## src/rtl/sm4_result_serializer.sv

```systemverilog
// Buffers 128-bit SM4 result blocks in a small FIFO and streams each one out
// as four big-endian 32-bit words on a valid/ready interface.
module sm4_result_serializer #(
  parameter int DEPTH = 4
) (
  input  logic                       clk,
  input  logic                       reset_n,
  input  logic                       sm4_enable_in,
  input  logic                       blk_valid_in,
  input  logic [127:0]               blk_data_in,
  input  logic                       word_ready_in,
  output logic                       word_valid_out,
  output logic [31:0]                word_data_out,
  output logic                       word_last_out,
  output logic [$clog2(DEPTH):0]     fifo_count_out,
  output logic                       full_out,
  output logic                       empty_out,
  output logic                       overflow_out
);

  localparam int PW = $clog2(DEPTH);
  localparam int CW = PW + 1;
  localparam logic [CW-1:0] FULL_CNT = CW'(DEPTH);

  logic [127:0]  mem [DEPTH];
  logic [PW-1:0] wptr;
  logic [PW-1:0] rptr;
  logic [CW-1:0] count_q;
  logic [CW-1:0] count_next;
  logic          full_q;
  logic          empty_q;
  logic          overflow_q;
  logic [1:0]    widx;

  logic          xfer;
  logic          pop;
  logic          do_write;
  logic          drop;
  logic [127:0]  head;
  logic [31:0]   head_word;

  assign word_valid_out = !empty_q && sm4_enable_in;
  assign xfer           = word_valid_out && word_ready_in;
  assign pop            = xfer && (widx == 2'd3);
  assign do_write       = sm4_enable_in && blk_valid_in && ((count_q < FULL_CNT) || pop);
  assign drop           = sm4_enable_in && blk_valid_in && (count_q == FULL_CNT) && !pop;

  assign head = mem[rptr];

  always_comb begin
    head_word = head[127:96];
    case (widx)
      2'd0: head_word = head[127:96];
      2'd1: head_word = head[95:64];
      2'd2: head_word = head[63:32];
      2'd3: head_word = head[31:0];
      default: head_word = head[127:96];
    endcase
  end

  assign word_data_out  = word_valid_out ? head_word : 32'h0;
  assign word_last_out  = word_valid_out && (widx == 2'd3);
  assign fifo_count_out = count_q;
  assign full_out       = full_q;
  assign empty_out      = empty_q;
  assign overflow_out   = overflow_q;

  always_comb begin
    count_next = count_q;
    if (do_write && !pop)
      count_next = count_q + 1'b1;
    else if (pop && !do_write)
      count_next = count_q - 1'b1;
  end

  // Storage array carries no reset; entries are only read once count covers them.
  always_ff @(posedge clk) begin
    if (do_write)
      mem[wptr] <= blk_data_in;
  end

  always_ff @(posedge clk or negedge reset_n) begin
    if (!reset_n) begin
      wptr       <= '0;
      rptr       <= '0;
      count_q    <= '0;
      full_q     <= 1'b0;
      empty_q    <= 1'b1;
      overflow_q <= 1'b0;
      widx       <= 2'd0;
    end else if (!sm4_enable_in) begin
      wptr       <= '0;
      rptr       <= '0;
      count_q    <= '0;
      full_q     <= 1'b0;
      empty_q    <= 1'b1;
      overflow_q <= 1'b0;
      widx       <= 2'd0;
    end else begin
      if (do_write)
        wptr <= wptr + 1'b1;
      if (pop)
        rptr <= rptr + 1'b1;
      // widx is two bits wide, so the pop cycle wraps it back to word 0.
      if (xfer)
        widx <= widx + 2'd1;
      count_q <= count_next;
      full_q  <= (count_next == FULL_CNT);
      empty_q <= (count_next == '0);
      if (drop)
        overflow_q <= 1'b1;
    end
  end

endmodule

```

## config.mk

```make
export PLATFORM = sky130hd
export DESIGN_NAME = sm4_result_serializer
export DESIGN_NICKNAME = d
export VERILOG_FILES = /design/src/rtl/sm4_result_serializer.sv
export SDC_FILE = /design/constraint.sdc
export NUM_CORES = 1
export LEC_CHECK = 0
export ABC_AREA = 1
export CORE_UTILIZATION = 25
export CTS_CLUSTER_DIAMETER = 30
export DETAILED_ROUTE_END_ITERATION = 8
export GPL_ROUTABILITY_DRIVEN = 0
export GPL_TIMING_DRIVEN = 0
export PLACE_DENSITY = 0.41
export SETUP_SLACK_MARGIN = 0.02
export SYNTH_ARGS = -nofsm -noshare
export SYNTH_HDL_FRONTEND = slang
export SYNTH_SLANG_ARGS = --single-unit
```

## constraint.sdc

```tcl
create_clock -name clk -period 6.7 [get_ports clk]
set_input_delay 2.01 -clock clk [delete_from_list [all_inputs] [get_ports clk]]
set_output_delay 2.01 -clock clk [all_outputs]
set_load 0.005 [all_outputs]
```

; Word-level counts from Yosys, hierarchy flattened
; Memories as Yosys holds them, arrays and structs flattened.
; Cells that the tools add are included.
; W data, S select, Z words.
[word_totals]
ram_bits = 512
output_inout_bits = 40
register_bits = 12
in_bits = 133
word_cells = 56
mem_count = 1
[mem_list]
columns = name, depth, width, rd, rd_clocked_by_memory_dff, wr, line
row1 = mem, 4, 128, 1, 0, 1, 25  ; logic [127:0] mem [DEPTH];
[op_classes]
reduce_logical = 16
eq_ne = 9
n_lt_le_gt_ge = 1
addsub = 5
muxes = 17
[ops]
columns = op, count
row1 = $pmux W32 S4, 1
row2 = $mux W32, 1
row3 = $mux W2, 6
row4 = $logic_and A1 B1 Y1, 10
row5 = $mux W3, 3
row6 = $ne A2 B1 Y1 const B, 4
row7 = $add A2 B1 Y2 const B, 3
row8 = $eq A3 B3 Y1 const B, 2
row9 = $mux W1, 6
row10 = $eq A2 B2 Y1 const B, 2
row11 = $add A3 B1 Y3 const B, 1
row12 = $logic_not A1 Y1, 3
row13 = $logic_not A3 Y1, 1
row14 = $lt A3 B3 Y1 const B, 1
row15 = $sub A3 B1 Y3 const B, 1
row16 = $eq A2 B1 Y1 const B, 1
row17 = $logic_not A2 Y1, 1
row18 = $logic_or A1 B1 Y1, 1

; Depth between registers and ports, before layout
; Gate-level depths: netlist of run 1.
[depth]
word_depth = 12
depth_mapped = 11
mapped_depth_nobuf = 9

; Worst setup path after synthesis of run 1
; No wires, ideal clock.
[synth_timing]
kind = input port to flip-flop
startpoint = input port sm4_enable_in
endpoint = memory mem[0][0] (enable)
stages = 4
required_ns = 6.083
arrival_time_ns = 7.828
setup_slack_ns = -1.745
path_buffers = 0
setup_ns = 0.617
path_cell_list = nand3_1 -> nor2_1 -> o21ai_2 -> nor2_1
[synth_between]
elab_chain_cells = 7
elab_cells_between_ends = 8
cone_classes = 2 x mux / 6 x reduce/logical
[synth_rtl]
columns = item, line
row1 = from (decl), 8  ; input logic sm4_enable_in,
row2 = $logic_and A1 B1 Y1, 42  ; assign word_valid_out = !empty_q && sm4_enable_in;
row3 = $logic_and A1 B1 Y1, 43  ; assign xfer = word_valid_out && word_ready_in;
row4 = $logic_and A1 B1 Y1, 44  ; assign pop = xfer && (widx == 2'd3);
row5 = $logic_or A1 B1 Y1, 45  ; assign do_write = sm4_enable_in && blk_valid_in && ((count_q < FULL_CNT) || pop);
row6 = $logic_and A1 B1 Y1 (*), 45
row7 = $mux W1 (*), 78  ; if (do_write)
row8 = $mux W1 (implied by the code) (*), 79  ; mem[wptr] <= blk_data_in;
row9 = to (decl), 25
; Every way passes the cells marked *; elsewhere a longest branch is shown, timed or not.

; Worst setup path in the final report of run 1
[layout_timing]
startpoint = input port sm4_enable_in
endpoint = output port word_data_out[11]
[layout_between]
elab_chain_cells = 2
[layout_rtl]
columns = item, line
row1 = $logic_and A1 B1 Y1, 42
row2 = $mux W32, 61  ; assign word_data_out = word_valid_out ? head_word : 32'h0;
row3 = to (decl), 13  ; output logic [31:0] word_data_out,
; Every way passes these cells.

==> results of run 1 <==
-- per-layer routing --
metal  part of all wire  GRT usage  up-vias
met2               0.49      0.267      364
met3              0.061     0.0408      135
met1               0.43      0.198     7025
met5             0.0023          0        -
li1                   -          -     6896
met4              0.022     0.0498       28
-- cell families (layout without fill, tap and decap cells) --
family | count (synthesis) | after routing
AO/OA/AOI/OAI | 232 | 232
XOR/XNOR | 1 | 1
adder cells (fa/ha/maj) | 11 | 11
buffers and inverters | 159 | 579
flip-flops | 524 | 524
AND/OR/NAND/NOR | 845 | 845
-- sequential cells by signal, summed over array words and instances, names as in the netlist --
signal / cells
mem: 512
fifo_count_out: 3
rptr: 2
widx: 2
wptr: 2
empty_out: 1
full_out: 1
overflow_out: 1
-- worst max-delay path by stage --
stage | slack [ps] | from | to
4_1_cts | 240 | sm4_enable_in | word_data_out[11]
3_3_place_gp | -8230 | word_ready_in | mem[0][48]
6_report | 290 | sm4_enable_in | word_data_out[11]
3_5_place_dp | -90 | sm4_enable_in | word_data_out[23]
2_1_floorplan | -1740 | sm4_enable_in | mem[0][0]
5_1_grt | 250 | sm4_enable_in | word_data_out[11]
-- area by class of cell --
| class | instances | share of cell area |
|---|---|---|
| plain buffers | 106 | 0.0192 |
| clock buffers | 134 | 0.108 |
| clock inverters | 92 | 0.0398 |
| inverters | 53 | 0.00681 |
| multi-input cells | 1089 | 0.165 |
| flip-flops and latches | 524 | 0.537 |
| well taps | 1134 | 0.0486 |
| repair buffers | 194 | 0.0753 |
-- cells in the final DEF (no fill, tap or decap), types with 8 or more instances in the layout --
cell                              synthesis  final
sky130_fd_sc_hd__clkinvlp_4               0      8
sky130_fd_sc_hd__o21ai_1                 22     22
sky130_fd_sc_hd__nor2_1                 265    261
sky130_fd_sc_hd__buf_12                   0     17
sky130_fd_sc_hd__buf_2                   38     39
sky130_fd_sc_hd__o21ai_0                143    143
sky130_fd_sc_hd__clkinv_2                 0     25
sky130_fd_sc_hd__buf_4                   16     16
sky130_fd_sc_hd__clkinv_4                 0      9
sky130_fd_sc_hd__inv_1                   50     50
sky130_fd_sc_hd__dfrtp_1                 11     11
sky130_fd_sc_hd__ha_1                    11     11
sky130_fd_sc_hd__nor3_1                  35     35
sky130_fd_sc_hd__clkbuf_1                37     45
sky130_fd_sc_hd__o221ai_1                32     32
sky130_fd_sc_hd__clkdlybuf4s50_1          0    172
sky130_fd_sc_hd__nand3_1                111    111
sky130_fd_sc_hd__edfxtp_1               512    512
sky130_fd_sc_hd__nand2_1                430    430
sky130_fd_sc_hd__bufinv_16                0     26
sky130_fd_sc_hd__clkinv_1                 0     20
sky130_fd_sc_hd__a21oi_1                 34     34
sky130_fd_sc_hd__clkbuf_16                0    124
-- through the flow --
step | setup WS (ps) | TNS, ps | std cells | power (W) | instance area (µm²)
final | 290 | 0 | 3326 | 0.0103 | 29200
after global placement | -8230 | -4144190 | 3078 | 0.00424 | 24400
after floorplan | -1740 | -893360 | 1772 | 0.00397 | 21200
after global routing | 250 | 0 | 3326 | 0.0106 | 29200
after detailed placement | -86.6 | -138 | 3100 | 0.00423 | 24900
after CTS | 238 | 0 | 3326 | 0.0104 | 29200
-- worst min-delay path: stages (launching register included) --
cell and delay, ps:
sky130_fd_sc_hd__dfrtp_1 330, sky130_fd_sc_hd__nand2_1 50, sky130_fd_sc_hd__o21ai_0 70
-- power breakdown --
group | total (W) | switching [W] | internal [W] | leakage, nW
combinational | 0.000431 | 0.000256 | 0.000176 | 3.67
sequential | 0.00374 | 0.0000226 | 0.00371 | 4.80
clock | 0.00614 | 0.00181 | 0.00433 | 2.10
==> metrics.txt, run 1 <==
# TYPE chip_impl_metric gauge
chip_impl_metric{name="fin_hold_ws",unit="ps"} 494
chip_impl_metric{name="synth_xor_xnor_area_share",unit=""} 0.000412
chip_impl_metric{name="grt_pass1_vias",unit=""} 14700
chip_impl_info{name="post_synth_most_frequent_cells",value="512 x sky130_fd_sc_hd__edfxtp_1, 430 x sky130_fd_sc_hd__nand2_1, 265 x sky130_fd_sc_hd__nor2_1"} 1
chip_impl_metric{name="grt_first_pass_wirelength",unit="µm"} 99200
chip_impl_metric{name="fillers",unit=""} 8283
chip_impl_metric{name="globalRoute.totalOverflow",unit=""} 0
chip_impl_metric{name="final-hold-violation-count",unit=""} 0
chip_impl_metric{name="synth_nets",unit=""} 1916
chip_impl_metric{name="cpPeakStageDelay",unit="ps"} 580
chip_impl_info{name="cp_common_cell",value="sky130_fd_sc_hd__clkdlybuf4s50_1"} 1
chip_impl_info{name="ys_dominant_reg_cell",value="sky130_fd_sc_hd__edfxtp_1"} 1
chip_impl_metric{name="first_pass_iteration_count_of_the_detailed_router",unit=""} 7
chip_impl_metric{name="synth_cell_types",unit=""} 23
chip_impl_metric{name="die_area",unit="µm²"} 86100
chip_impl_metric{name="share_of_synthesized_area_spent_on_multiplexers",unit=""} 0
chip_impl_metric{name="drc",unit=""} 0
chip_impl_metric{name="grt_start_max_net_pins",unit=""} 26
chip_impl_metric{name="worst-endpoint-required",unit="ps"} 4690
chip_impl_metric{name="detail_route.wl_per_cell",unit="µm"} 20.5
chip_impl_metric{name="design.portCount",unit=""} 173
chip_impl_info{name="crit_slowest_cell",value="sky130_fd_sc_hd__clkdlybuf4s50_1"} 1
chip_impl_metric{name="htreeDepth",unit=""} 3
chip_impl_metric{name="post_synth_and_or_nand_nor_area_fraction",unit=""} 0.159
chip_impl_metric{name="globalRouteTotalUtil",unit=""} 0.159
chip_impl_metric{name="n_antenna_cell",unit=""} 0
chip_impl_info{name="critical_path.endpoint_type",value="primary output"} 1
chip_impl_info{name="hold_path_class",value="flop to flop"} 1
chip_impl_info{name="critical_path.startpoint_type",value="input pin"} 1
chip_impl_metric{name="cts_setup_buffers",unit=""} 0
chip_impl_info{name="whs_endpoint",value="overflow_out"} 1
chip_impl_metric{name="cts_made_buffers",unit=""} 120
chip_impl_info{name="crit_path_cell_trace",value="clkdlybuf4s50_1 -> inv_1 -> nor2_4 -> clkbuf_2 -> nand2_1 -> nor2_1 -> clkdlybuf4s50_1"} 1
chip_impl_metric{name="vias",unit=""} 14400
chip_impl_metric{name="placeableCoreArea",unit="µm²"} 83800
chip_impl_info{name="run_status",value="finished, final reports clean"} 1
chip_impl_info{name="path_delay_family",value="buffers and inverters"} 1
chip_impl_metric{name="regArea",unit="µm²"} 15700
chip_impl_metric{name="worst-r2r-setup-slack",unit="ps"} 3330
chip_impl_metric{name="post_synthesis_compound_gate_area_fraction",unit=""} 0.0605
chip_impl_info{name="combinational_family_with_the_most_area_after_synthesis",value="simple AND/OR/NAND/NOR gates"} 1
chip_impl_metric{name="timing.final.crit_period",unit="ps"} 6410
chip_impl_metric{name="fmaxAchievable",unit="MHz"} 156
chip_impl_metric{name="postSynthCellCount",unit=""} 1772
chip_impl_metric{name="setup_viol",unit=""} 0
chip_impl_metric{name="max-slew-margin-rel",unit=""} 0.355
chip_impl_metric{name="reg2reg_depth",unit=""} 10
chip_impl_info{name="tritoncts",value="yes"} 1
chip_impl_metric{name="detail-route-antenna-nets",unit=""} 0
chip_impl_metric{name="path_buf_inv",unit=""} 4
chip_impl_metric{name="crit_arrival",unit="ps"} 4400
chip_impl_info{name="worstReg2RegEnd",value="mem[1][47]"} 1
chip_impl_info{name="clock_tree.root_cell",value="sky130_fd_sc_hd__clkbuf_16"} 1
chip_impl_metric{name="timing_worst_slew_pin_value",unit="ps"} 965
chip_impl_metric{name="die_outline_width",unit="µm"} 293
chip_impl_info{name="grt_setup_unrepaired",value="false"} 1
chip_impl_metric{name="cp_max_fo",unit=""} 10
chip_impl_info{name="post-synth-top-area-cell",value="sky130_fd_sc_hd__edfxtp_1"} 1
chip_impl_metric{name="die_h",unit="µm"} 293
chip_impl_metric{name="synth_warnings",unit=""} 0
chip_impl_metric{name="max_ir_drop_vdd",unit="mV"} 0.206
chip_impl_metric{name="clk_pin_slew",unit="ps"} 40
chip_impl_metric{name="layout.nets",unit=""} 2232
chip_impl_info{name="synthMostInstantiatedCell",value="sky130_fd_sc_hd__edfxtp_1"} 1
chip_impl_metric{name="portBuffers",unit=""} 172
chip_impl_metric{name="register_area_share_after_synthesis",unit=""} 0.738
chip_impl_metric{name="period_share",unit=""} 0.957
chip_impl_metric{name="start_util",unit=""} 0.253
chip_impl_metric{name="number_of_synthesized_flops_with_an_enable_pin",unit=""} 512
chip_impl_metric{name="sinks_on_clock_net",unit=""} 524
chip_impl_metric{name="rows",unit=""} 106
chip_impl_metric{name="grt_antenna_before_repair",unit=""} 14
chip_impl_metric{name="dpl.hpwl",unit="µm"} 47500
chip_impl_metric{name="cts-hold-fix-buffers",unit=""} 0
chip_impl_metric{name="worstSetupPathDepth",unit=""} 7
chip_impl_metric{name="ctsResizeCount",unit=""} 2
chip_impl_metric{name="timing.final.max_slew_violations",unit=""} 0
chip_impl_metric{name="synth-seq-cells",unit=""} 524
chip_impl_metric{name="clk-insertion-delay-late",unit="ps"} 660
chip_impl_metric{name="max_cap_violations",unit=""} 0
chip_impl_info{name="worst_hold_startpoint",value="overflow_out"} 1
chip_impl_metric{name="multi_input_gate_area_in_the_final_layout",unit="µm²"} 4830
chip_impl_metric{name="synth_fa_ha_area_frac",unit=""} 0.00648
chip_impl_metric{name="share_of_cells_above_drive_strength_1",unit=""} 0.133
chip_impl_metric{name="layout-area-overhead-vs-synth",unit="%"} 37.5
chip_impl_info{name="worst_r2r_startpoint",value="widx[0]"} 1
chip_impl_metric{name="synthArstFlopShare",unit=""} 0.0229
chip_impl_metric{name="cellPowerDensity",unit="nW/µm²"} 353
chip_impl_metric{name="yosys.area.top_type_share",unit=""} 0.724
chip_impl_info{name="ys_top_cells_by_area",value="sky130_fd_sc_hd__edfxtp_1 72%, sky130_fd_sc_hd__nand2_1 7.6%, sky130_fd_sc_hd__nor2_1 4.7%"} 1
chip_impl_metric{name="avgViaCountPerCell",unit=""} 4.34
chip_impl_metric{name="drt_iter0_drc",unit=""} 898
chip_impl_info{name="timing.setup.critical_path_class",value="input pin to primary output"} 1
chip_impl_metric{name="hold_depth",unit=""} 2
chip_impl_metric{name="cts-root-to-sink-buffers",unit=""} 3
chip_impl_metric{name="route.final.wire_length",unit="µm"} 68300
chip_impl_metric{name="final_util",unit=""} 0.348
chip_impl_metric{name="clock_skew",unit="ps"} 36.6
chip_impl_metric{name="post_synth.cell_area_avg",unit="µm²"} 12.0
chip_impl_metric{name="post_synth_instance_area",unit="µm²"} 21200
chip_impl_metric{name="static-leakage-power",unit="nW"} 10.6
Note: power is estimated with default switching activity, not from simulation.
==> run 2, diff against run 1 <==
Settings changed: CTS_CLUSTER_SIZE set to 40, PLACE_DENSITY 0.41 to 0.4.
Clock period 6.7 ns to 6.4 ns, I/O delays scaled along.
==> metrics.txt, run 2 (synthesized netlist as in run 1, its figures left out) <==
# TYPE chip_impl_metric gauge
chip_impl_metric{name="layout.nets",unit=""} 2250
chip_impl_metric{name="period_share",unit=""} 0.965
chip_impl_metric{name="portBuffers",unit=""} 172
chip_impl_info{name="largest-register",value="mem"} 1
chip_impl_metric{name="static-leakage-power",unit="nW"} 10.6
chip_impl_metric{name="vias",unit=""} 14500
chip_impl_info{name="critical_path.endpoint_type",value="primary output"} 1
chip_impl_metric{name="detail_route.wl_per_cell",unit="µm"} 20.7
chip_impl_metric{name="sinks_on_clock_net",unit=""} 524
chip_impl_metric{name="detail-route-antenna-nets",unit=""} 0
chip_impl_info{name="most_common_cell_after_layout_fill_and_taps_aside",value="sky130_fd_sc_hd__edfxtp_1"} 1
chip_impl_info{name="critical_path.startpoint_type",value="input pin"} 1
chip_impl_metric{name="setup_viol",unit=""} 0
chip_impl_metric{name="die_area",unit="µm²"} 86100
chip_impl_metric{name="max-slew-margin-rel",unit=""} 0.452
chip_impl_metric{name="cp_max_fo",unit=""} 10
chip_impl_metric{name="clock_skew",unit="ps"} 28.6
chip_impl_metric{name="final_util",unit=""} 0.350
chip_impl_info{name="crit_path_cell_trace",value="clkdlybuf4s50_1 -> inv_1 -> nor2_4 -> clkbuf_2 -> nand2_1 -> nor2_1 -> clkdlybuf4s50_1"} 1
chip_impl_metric{name="path_buf_inv",unit=""} 4
chip_impl_metric{name="die_h",unit="µm"} 293
chip_impl_metric{name="global_route.usage.met1",unit=""} 0.200
chip_impl_metric{name="groute.layer.met2.usage",unit=""} 0.263
chip_impl_metric{name="clk_pin_slew",unit="ps"} 40
chip_impl_info{name="top_usage_layer",value="met2"} 1
chip_impl_metric{name="cellPowerDensity",unit="nW/µm²"} 369
chip_impl_info{name="tritoncts",value="yes"} 1
chip_impl_metric{name="layout-area-overhead-vs-synth",unit="%"} 38.0
chip_impl_metric{name="start_util",unit=""} 0.253
chip_impl_metric{name="globalRouteTotalUtil",unit=""} 0.162
chip_impl_info{name="path_delay_family",value="buffers and inverters"} 1
chip_impl_info{name="hold_path_class",value="flop to flop"} 1
chip_impl_metric{name="place_inst",unit=""} 3101
chip_impl_metric{name="grt_first_pass_wirelength",unit="µm"} 101000
chip_impl_metric{name="fmaxAchievable",unit="MHz"} 162
chip_impl_metric{name="fillers",unit=""} 8294
chip_impl_info{name="clock_tree.root_cell",value="sky130_fd_sc_hd__clkbuf_16"} 1
chip_impl_info{name="timing.setup.critical_path_class",value="input pin to primary output"} 1
chip_impl_metric{name="globalRoute.totalOverflow",unit=""} 0
chip_impl_metric{name="grt_pass1_vias",unit=""} 14900
chip_impl_info{name="most-common-layout-cells",value="512 x sky130_fd_sc_hd__edfxtp_1, 430 x sky130_fd_sc_hd__nand2_1, 261 x sky130_fd_sc_hd__nor2_1"} 1
chip_impl_metric{name="timing_worst_slew_pin_value",unit="ps"} 821
chip_impl_metric{name="largest_register_ffs",unit=""} 512
chip_impl_metric{name="avgViaCountPerCell",unit=""} 4.33
chip_impl_metric{name="worst-endpoint-required",unit="ps"} 4480
chip_impl_metric{name="instances_no_fill",unit=""} 3346
chip_impl_metric{name="timing.final.max_slew_violations",unit=""} 0
chip_impl_metric{name="final-hold-violation-count",unit=""} 0
chip_impl_metric{name="dpl.hpwl",unit="µm"} 47800
chip_impl_metric{name="grt_start_max_net_pins",unit=""} 26
chip_impl_metric{name="drc",unit=""} 0
chip_impl_metric{name="rows",unit=""} 106
chip_impl_metric{name="max_ir_drop_vdd",unit="mV"} 0.215
chip_impl_metric{name="cpPeakStageDelay",unit="ps"} 580
chip_impl_metric{name="drt_iter0_drc",unit=""} 1012
chip_impl_metric{name="die_outline_width",unit="µm"} 293
chip_impl_metric{name="cts_made_buffers",unit=""} 137
chip_impl_metric{name="max_cap_violations",unit=""} 0
chip_impl_info{name="grt_setup_unrepaired",value="false"} 1
chip_impl_metric{name="cts_setup_buffers",unit=""} 0
chip_impl_metric{name="crit_arrival",unit="ps"} 4260
chip_impl_info{name="cp_common_cell",value="sky130_fd_sc_hd__clkdlybuf4s50_1"} 1
chip_impl_metric{name="final.setup.tns",unit="ps"} 0
chip_impl_metric{name="design.portCount",unit=""} 173
chip_impl_metric{name="grt_antenna_before_repair",unit=""} 18
chip_impl_metric{name="timing.final.crit_period",unit="ps"} 6180
chip_impl_metric{name="share_of_cells_above_drive_strength_1",unit=""} 0.133
chip_impl_metric{name="grt_util_met3",unit=""} 0.0544
chip_impl_metric{name="cts-root-to-sink-buffers",unit=""} 3
chip_impl_metric{name="clk-insertion-delay-late",unit="ps"} 700
chip_impl_metric{name="htreeDepth",unit=""} 4
chip_impl_info{name="run_status",value="finished, final reports clean"} 1
chip_impl_metric{name="placeableCoreArea",unit="µm²"} 83800
chip_impl_metric{name="route.final.wire_length",unit="µm"} 69100
chip_impl_metric{name="first_pass_iteration_count_of_the_detailed_router",unit=""} 5
chip_impl_info{name="crit_slowest_cell",value="sky130_fd_sc_hd__clkdlybuf4s50_1"} 1
[run 2: cell count changes in the layout (fill, tap and decap cells not counted), moves of 2 or more]
| cell | delta |
|---|---|
| sky130_fd_sc_hd__bufinv_16 | -13 |
| sky130_fd_sc_hd__clkinv_1 | +5 |
| sky130_fd_sc_hd__clkinv_4 | -8 |
| sky130_fd_sc_hd__buf_12 | +3 |
| sky130_fd_sc_hd__clkinv_8 | +4 |
| sky130_fd_sc_hd__diode_2 | +5 |
| sky130_fd_sc_hd__buf_16 | -2 |
| sky130_fd_sc_hd__clkbuf_1 | +9 |
| sky130_fd_sc_hd__clkinvlp_4 | +2 |
| sky130_fd_sc_hd__clkbuf_16 | +18 |
[run 2: area by class of cell]
class	count	area, µm²	area share
flip-flops and latches	524	15700	0.535
multi-input cells	1089	4830	0.165
diodes	5	12.5	0.000427
inverters	53	199	0.00679
clock buffers	160	3620	0.124
plain buffers	106	561	0.0191
well taps	1134	1420	0.0484
clock inverters	80	787	0.0269
repair buffers	195	2200	0.0752
[run 2: what timing repair did]
item	4_1_cts	5_1_grt
setup endpoints to repair	4	0
gates resized for setup	2	0
hold buffers	0	0
endpoints found under the hold margin	0	0
[run 2: layer usage]
| metal | share of wire | wire length [µm] |
|---|---|---|
| met5 | 0.0027 | 184 |
| met3 | 0.067 | 4660 |
| met4 | 0.024 | 1680 |
| met2 | 0.48 | 33300 |
| met1 | 0.42 | 29300 |
[run 2: worst paths after layout]
check,to,slack (ps),cells after the start,startpoint
max in group asynchronous,widx[1],4380,1,reset_n
setup reg to reg,mem[1][81],3090,9,widx[0]
min in group asynchronous,rptr[0],1630,1,reset_n
setup / recovery,word_data_out[11],220,7,sm4_enable_in
hold reg to reg,overflow_out,510,2,overflow_out
hold / removal,overflow_out,510,2,overflow_out
[run 2: tightest hold or removal path, cell delays in order, from the launching register on]
cell and delay, ps:
sky130_fd_sc_hd__dfrtp_1 340, sky130_fd_sc_hd__nand2_1 50, sky130_fd_sc_hd__o21ai_0 70
[run 2: report_power, final]
| part | total [W] | switching [W] | leakage [nW] | internal (W) |
|---|---|---|---|---|
| clock | 0.00645 | 0.00196 | 2.14 | 0.00449 |
| combinational | 0.000453 | 0.000268 | 3.67 | 0.000185 |
| sequential | 0.00392 | 0.0000233 | 4.80 | 0.00389 |
[run 2: metrics by stage]
stage          instance area [µm²]  total power (W)  hold slack [ps]  worst slack (ps)
2_1_floorplan                21200          0.00415              476             -1950
3_3_place_gp                 24400          0.00444              508             -8320
3_5_place_dp                 24900          0.00443              502              -185
4_1_cts                      29300           0.0110              514               135
5_1_grt                      29300           0.0112              553               106
6_report                     29300           0.0108              506               224
